===== src/rtl/if_id_stage_pkg.sv =====
// Shared definitions for the IF->ID boundary: bus widths, exception codes
// and the stage occupancy encoding.
package if_id_stage_pkg;

  localparam int ADDR_W_DEF = 32;
  localparam int DATA_W_DEF = 32;
  localparam int EXC_W_DEF  = 4;

  localparam logic [31:0] ZERO_WORD = 32'h0000_0000;

  localparam logic [3:0] EXC_NONE = 4'h0;
  localparam logic [3:0] EXC_ADEL = 4'h4;

  typedef enum logic [1:0] {
    ST_EMPTY = 2'b00,
    ST_FULL  = 2'b01,
    ST_SKID  = 2'b10
  } stage_state_e;

endpackage


===== src/rtl/sat_counter.sv =====
// Saturating up-counter with synchronous clear, intended for performance
// counters that must never wrap.
module sat_counter #(
  parameter int CNT_W = 16
) (
  input  logic             clk,
  input  logic             rst,
  input  logic             inc,
  input  logic             clr,
  output logic [CNT_W-1:0] cnt
);

  localparam logic [CNT_W-1:0] ONE = {{(CNT_W-1){1'b0}}, 1'b1};
  localparam logic [CNT_W-1:0] MAX = {CNT_W{1'b1}};

  logic [CNT_W-1:0] cnt_r;

  // Count register: holds at all-ones once reached.
  always_ff @(posedge clk) begin
    if (rst || clr) begin
      cnt_r <= {CNT_W{1'b0}};
    end else if (inc && (cnt_r != MAX)) begin
      cnt_r <= cnt_r + ONE;
    end else begin
      cnt_r <= cnt_r;
    end
  end

  assign cnt = cnt_r;

endmodule


===== src/rtl/if_id_stage.sv =====
// IF->ID pipeline register with valid/ready handshake, a skid entry so that
// if_ready is flop-driven, synchronous flush and a saturating stall counter.
module if_id_stage
  import if_id_stage_pkg::*;
#(
  parameter int ADDR_W = ADDR_W_DEF,
  parameter int DATA_W = DATA_W_DEF,
  parameter int EXC_W  = EXC_W_DEF,
  parameter int CNT_W  = 16
) (
  input  logic              clk,
  input  logic              rst,
  input  logic              flush,
  input  logic              if_valid,
  output logic              if_ready,
  input  logic [ADDR_W-1:0] if_pc,
  input  logic [DATA_W-1:0] if_inst,
  input  logic [EXC_W-1:0]  if_exc,
  output logic              id_valid,
  input  logic              id_ready,
  output logic [ADDR_W-1:0] id_pc,
  output logic [DATA_W-1:0] id_inst,
  output logic [EXC_W-1:0]  id_exc,
  output logic [CNT_W-1:0]  stall_cnt
);

  localparam int ENT_W = ADDR_W + DATA_W + EXC_W;

  stage_state_e     state_r, state_nxt_s;
  logic [ENT_W-1:0] main_r, main_nxt_s;
  logic [ENT_W-1:0] skid_r, skid_nxt_s;
  logic [ENT_W-1:0] in_ent_s;
  logic             id_valid_r, if_ready_r;
  logic             in_fire_s, out_fire_s;

  assign in_ent_s   = {if_pc, if_inst, if_exc};
  assign in_fire_s  = if_valid & if_ready_r;
  assign out_fire_s = id_valid_r & id_ready;

  // Next occupancy and payload; main is zeroed whenever it goes empty so ID sees a NOP.
  always_comb begin
    state_nxt_s = state_r;
    main_nxt_s  = main_r;
    skid_nxt_s  = skid_r;
    if (flush) begin
      state_nxt_s = ST_EMPTY;
      main_nxt_s  = {ENT_W{1'b0}};
      skid_nxt_s  = {ENT_W{1'b0}};
    end else begin
      case (state_r)
        ST_EMPTY: begin
          if (in_fire_s) begin
            state_nxt_s = ST_FULL;
            main_nxt_s  = in_ent_s;
          end else begin
            state_nxt_s = ST_EMPTY;
          end
        end
        ST_FULL: begin
          if (in_fire_s && out_fire_s) begin
            main_nxt_s = in_ent_s;
          end else if (in_fire_s) begin
            state_nxt_s = ST_SKID;
            skid_nxt_s  = in_ent_s;
          end else if (out_fire_s) begin
            state_nxt_s = ST_EMPTY;
            main_nxt_s  = {ENT_W{1'b0}};
          end else begin
            state_nxt_s = ST_FULL;
          end
        end
        ST_SKID: begin
          if (out_fire_s) begin
            state_nxt_s = ST_FULL;
            main_nxt_s  = skid_r;
            skid_nxt_s  = {ENT_W{1'b0}};
          end else begin
            state_nxt_s = ST_SKID;
          end
        end
        default: begin
          state_nxt_s = ST_EMPTY;
          main_nxt_s  = {ENT_W{1'b0}};
          skid_nxt_s  = {ENT_W{1'b0}};
        end
      endcase
    end
  end

  // Registers; handshake outputs are decoded from the next state so both stay flop-driven.
  always_ff @(posedge clk) begin
    if (rst) begin
      state_r    <= ST_EMPTY;
      main_r     <= {ENT_W{1'b0}};
      skid_r     <= {ENT_W{1'b0}};
      id_valid_r <= 1'b0;
      if_ready_r <= 1'b1;
    end else begin
      state_r    <= state_nxt_s;
      main_r     <= main_nxt_s;
      skid_r     <= skid_nxt_s;
      id_valid_r <= (state_nxt_s != ST_EMPTY);
      if_ready_r <= (state_nxt_s != ST_SKID);
    end
  end

  assign if_ready = if_ready_r;
  assign id_valid = id_valid_r;
  assign {id_pc, id_inst, id_exc} = main_r;

  sat_counter #(.CNT_W(CNT_W)) u_stall_cnt (
    .clk (clk),
    .rst (rst),
    .inc (id_valid_r & ~id_ready),
    .clr (1'b0),
    .cnt (stall_cnt)
  );

endmodule


===== config.mk =====
export PLATFORM = sky130hd
export DESIGN_NAME = if_id_stage
export DESIGN_NICKNAME = d
export VERILOG_FILES = /design/src/rtl/if_id_stage_pkg.sv /design/src/rtl/sat_counter.sv /design/src/rtl/if_id_stage.sv
export SDC_FILE = /design/constraint.sdc
export NUM_CORES = 1
export LEC_CHECK = 0
export ABC_CLOCK_PERIOD_IN_PS = 1900
export CORE_ASPECT_RATIO = 0.9
export CORE_MARGIN = 2
export CORE_UTILIZATION = 45
export CTS_CLUSTER_SIZE = 20
export DETAILED_ROUTE_END_ITERATION = 10
export GPL_TIMING_DRIVEN = 0
export PLACE_DENSITY = 0.85
export SYNTH_ARGS = -nofsm -noshare
export SYNTH_HDL_FRONTEND = slang
export SYNTH_SLANG_ARGS = --single-unit
export TNS_END_PERCENT = 100

===== constraint.sdc =====
create_clock -name clk -period 1.9 [get_ports clk]
set_input_delay 0.38 -clock clk [delete_from_list [all_inputs] [get_ports clk]]
set_output_delay 0.38 -clock clk [all_outputs]
set_load 0.005 [all_outputs]

==> impl_results.md <==
- Outcome: complete, no violations
- Main combinational cell family by area after synthesis: compound AO/OA/AOI/OAI gates
- CTS sink cnt: around 160
- CP max FO: 6
- Critical Path RT: 1.52 ns
- Yosys top cell area share: about 48%
- Clock root buffer: clkbuf_16
- Hold_sp: main_r[11]
- Max Slew Vio Count: 0
- Mux share of post-synthesis cell area: less than 1%
- Global-route wire length before repair: roughly 31000 um
- Setup ws final: around 0.07 ns
- EDFF count, synth: 0
- Ys flop type: dfxtp_1
- Setup crit end kind: primary output
- FF/Latch Area: 0.00313 mm2
- Final net count: 927
- PortBufs: between 150 and 200
- First-pass DRT Iterations: 6
- Multi-input logic area: ~0.003 mm2
- Routed WL: 19400 um
- Startpoint types: flop
- Compound-Gate Fraction of Synth Area: about 31%
- Vias in the first global route: between 5000 and 6000
- Relative slew slack: 63.0%
- Ys Warns: 0
- Initial antenna violation count: 0
- Crit-path leading delay family: buffers and inverters
- Highest clock rate: between 0.5 and 0.6 GHz
- Routed Antenna Nets: 0
- # setup viols final: 0
- Cell taking the most area after synthesis: dfxtp_1
- Worst path slowest cell: clkdlybuf4s50_1
- Flops & latches, synth: about 160
- Diodes inserted: 0
- Syn Inst Count: between 600 and 700
- Rows: between 40 and 50
- Share of layout cells above drive strength 1: about a tenth
- Post-Synth Adder-Cell Area: 0.193%
- Crit path DAT: around 1.5 ns
- P&R area growth vs syn: 39.5%
- Starting Density: between 40% and 50%
- Final hold violation count: 0
- DP Worst Slack: -0.808 ns
- PwrDens: between 800 and 900 mW/mm2
- Mapped cell area: around 0.0065 mm2
- Fill count: between 1000 and 1500
- Xor/xnor share of the synthesized area: less than 1%
- Synth Area in Simple Gates: between 10% and 20%
- Largest net degree at the start of global routing: 17
- Max Cap Viol: 0
- Die area: 0.0154 mm2
- Detailed Place HPWL: around 13000 um
- Reg clk slew, reported paths: around 0.060 ns
- Core area: ~0.014 mm2
- Critical path type: reg2out
- Routed WL per cell: 18.4 um
- Boundary pin count: 159
- CTS tree: yes
- Worst-Skew Late Latency: ~0.42 ns
- Syn_nets: 750
- Total grt overflow: 0
- Worst setup startpoint: u_stall_cnt.cnt[13]
- Critical path buffers and inverters: 1
- Synth area leaders: dfxtp_1 48%, nand4b_1 9.3%, o2bb2ai_1 9.2%, a22oi_1 7.8%, a21oi_1 6.1%
- Leak pwr: a little under 0.003 uW
- Total Routing Usage GR: roughly a quarter
- VDD IR-drop max: 0.623 mV
- Worst Hold Class: reg2reg
- Avg Inst Size Synth: between 9 and 10 um2
- Drc violations: 0
- Ys async rst share: 0%
- Clock Skews: roughly 0.0056 ns
- Die X: 131 um
- H-tree depth: 4
- Die height: between 100 and 150 um
- Total chip power: between 7000 and 8000 uW
- Global placement routability congestion: approximately 0.84
- Seq/Total Area, Yosys: slightly below 50%
- Yosys cell types: 44
- Vias per cell: about 6.0
- Hold_buf cts: 0
- Max Buffers Root-to-Sink: 2
- Tmin final: between 1.5 and 2 ns
- Critical path, cell by cell: clkdlybuf4s50_1
- Initial detailed-routing violation count: 668
- Routed via count: roughly 6300
- Peak per-stage delay on the critical path: approximately 0.57 ns
- Final Cycle Share: between 90% and 100%
- Worst-Margin Slew: ~0.56 ns
- R2r startpoint: u_stall_cnt.cnt[11]
- TritonCTS Buffers: 17
[routing by layer]
metal / wire [um] / global-route usage (%) / vias up
li1: - / - / 2977
met2: 8900 / 37.6 / 251
met5: 0 / 0 / -
met1: 8800 / 34.9 / 3062
met4: 325 / 7.91 / 0
met3: 1410 / 7.23 / 30
[cell families after synthesis]
family | count (synthesis)
flops | 156
fa+ha+maj | 1
compound gates | 300
mux | 5
xor+xnor | 3
buf+inv | 84
simple gates | 127
[cells in the mapped netlist (all sizes together) (3+ instances only)]
master and instances:
nand3 7, clkbuf 61, nand2 4, a22oi 67
or4 4, dfxtp 156, or2 3, o21ai 74
buf 17, nor2 13, or3 9, o2bb2ai 68
o31ai 3, inv 6, nand4 4, mux2 3
a21oi 80, nand4b 69, nor2b 4
[where the power goes]
group	switching [uW]	internal (uW)
clock	1300	2230
combinational	416	362
sequential	39.6	3340
[stage by stage]
step	TNS (ns)	area, um2	util [%]	hold slack (ns)	std cells
6_report	0	9050	64.4	0.461	1058
5_1_grt	-0.00210	9050	64.4	0.477	1058
4_1_cts	0	8990	63.9	0.466	1059
3_5_place_dp	-77.13	8310	59.1	0.445	1027
3_3_place_gp	-76.44	8310	59.1	0.445	1027
2_1_floorplan	0	6480	-	0.449	676
[cell type report]
cell class	count	area share, %
Tap cell	193	2.67
Buffer	77	4.07
Timing Repair Buffer	159	17.6
Clock inverter	7	1.22
Inverter	6	0.249
Sequential cell	156	34.6
Multi-Input combinational cell	436	34.1
Clock buffer	24	5.55
[sequential cells by signal (all words and copies together) (netlist names)]
name	cells
if_ready	1
u_stall_cnt.cnt	16
main_r	68
id_valid	1
state_r	2
skid_r	68
[final timing paths]
path,to,slack [ns],cells past startpoint
worst max-delay path,stall_cnt[13],0.07,1
worst min-delay path,main_r[11],0.46,1
worst max register to register,u_stall_cnt.cnt[13],0.08,5
worst min register to register,main_r[11],0.46,1
[cell usage in the layout (no fill, tap or decap), types with 17 or more instances in the layout]
cell type | Yosys | layout
clkbuf_16 | 0 | 17
a21oi_1 | 79 | 78
o2bb2ai_1 | 68 | 68
clkbuf_1 | 61 | 46
o21ai_0 | 74 | 74
a22oi_1 | 67 | 67
clkdlybuf4s50_1 | 0 | 157
nand4b_1 | 69 | 69
dfxtp_1 | 156 | 147
[what timing repair did]
action                     CTS  global route
setup endpoints to repair   95            83
setup buffers                1             0
pin swaps                    1             1
resized for setup           30            27
Power figures use the tool's default switching activity.
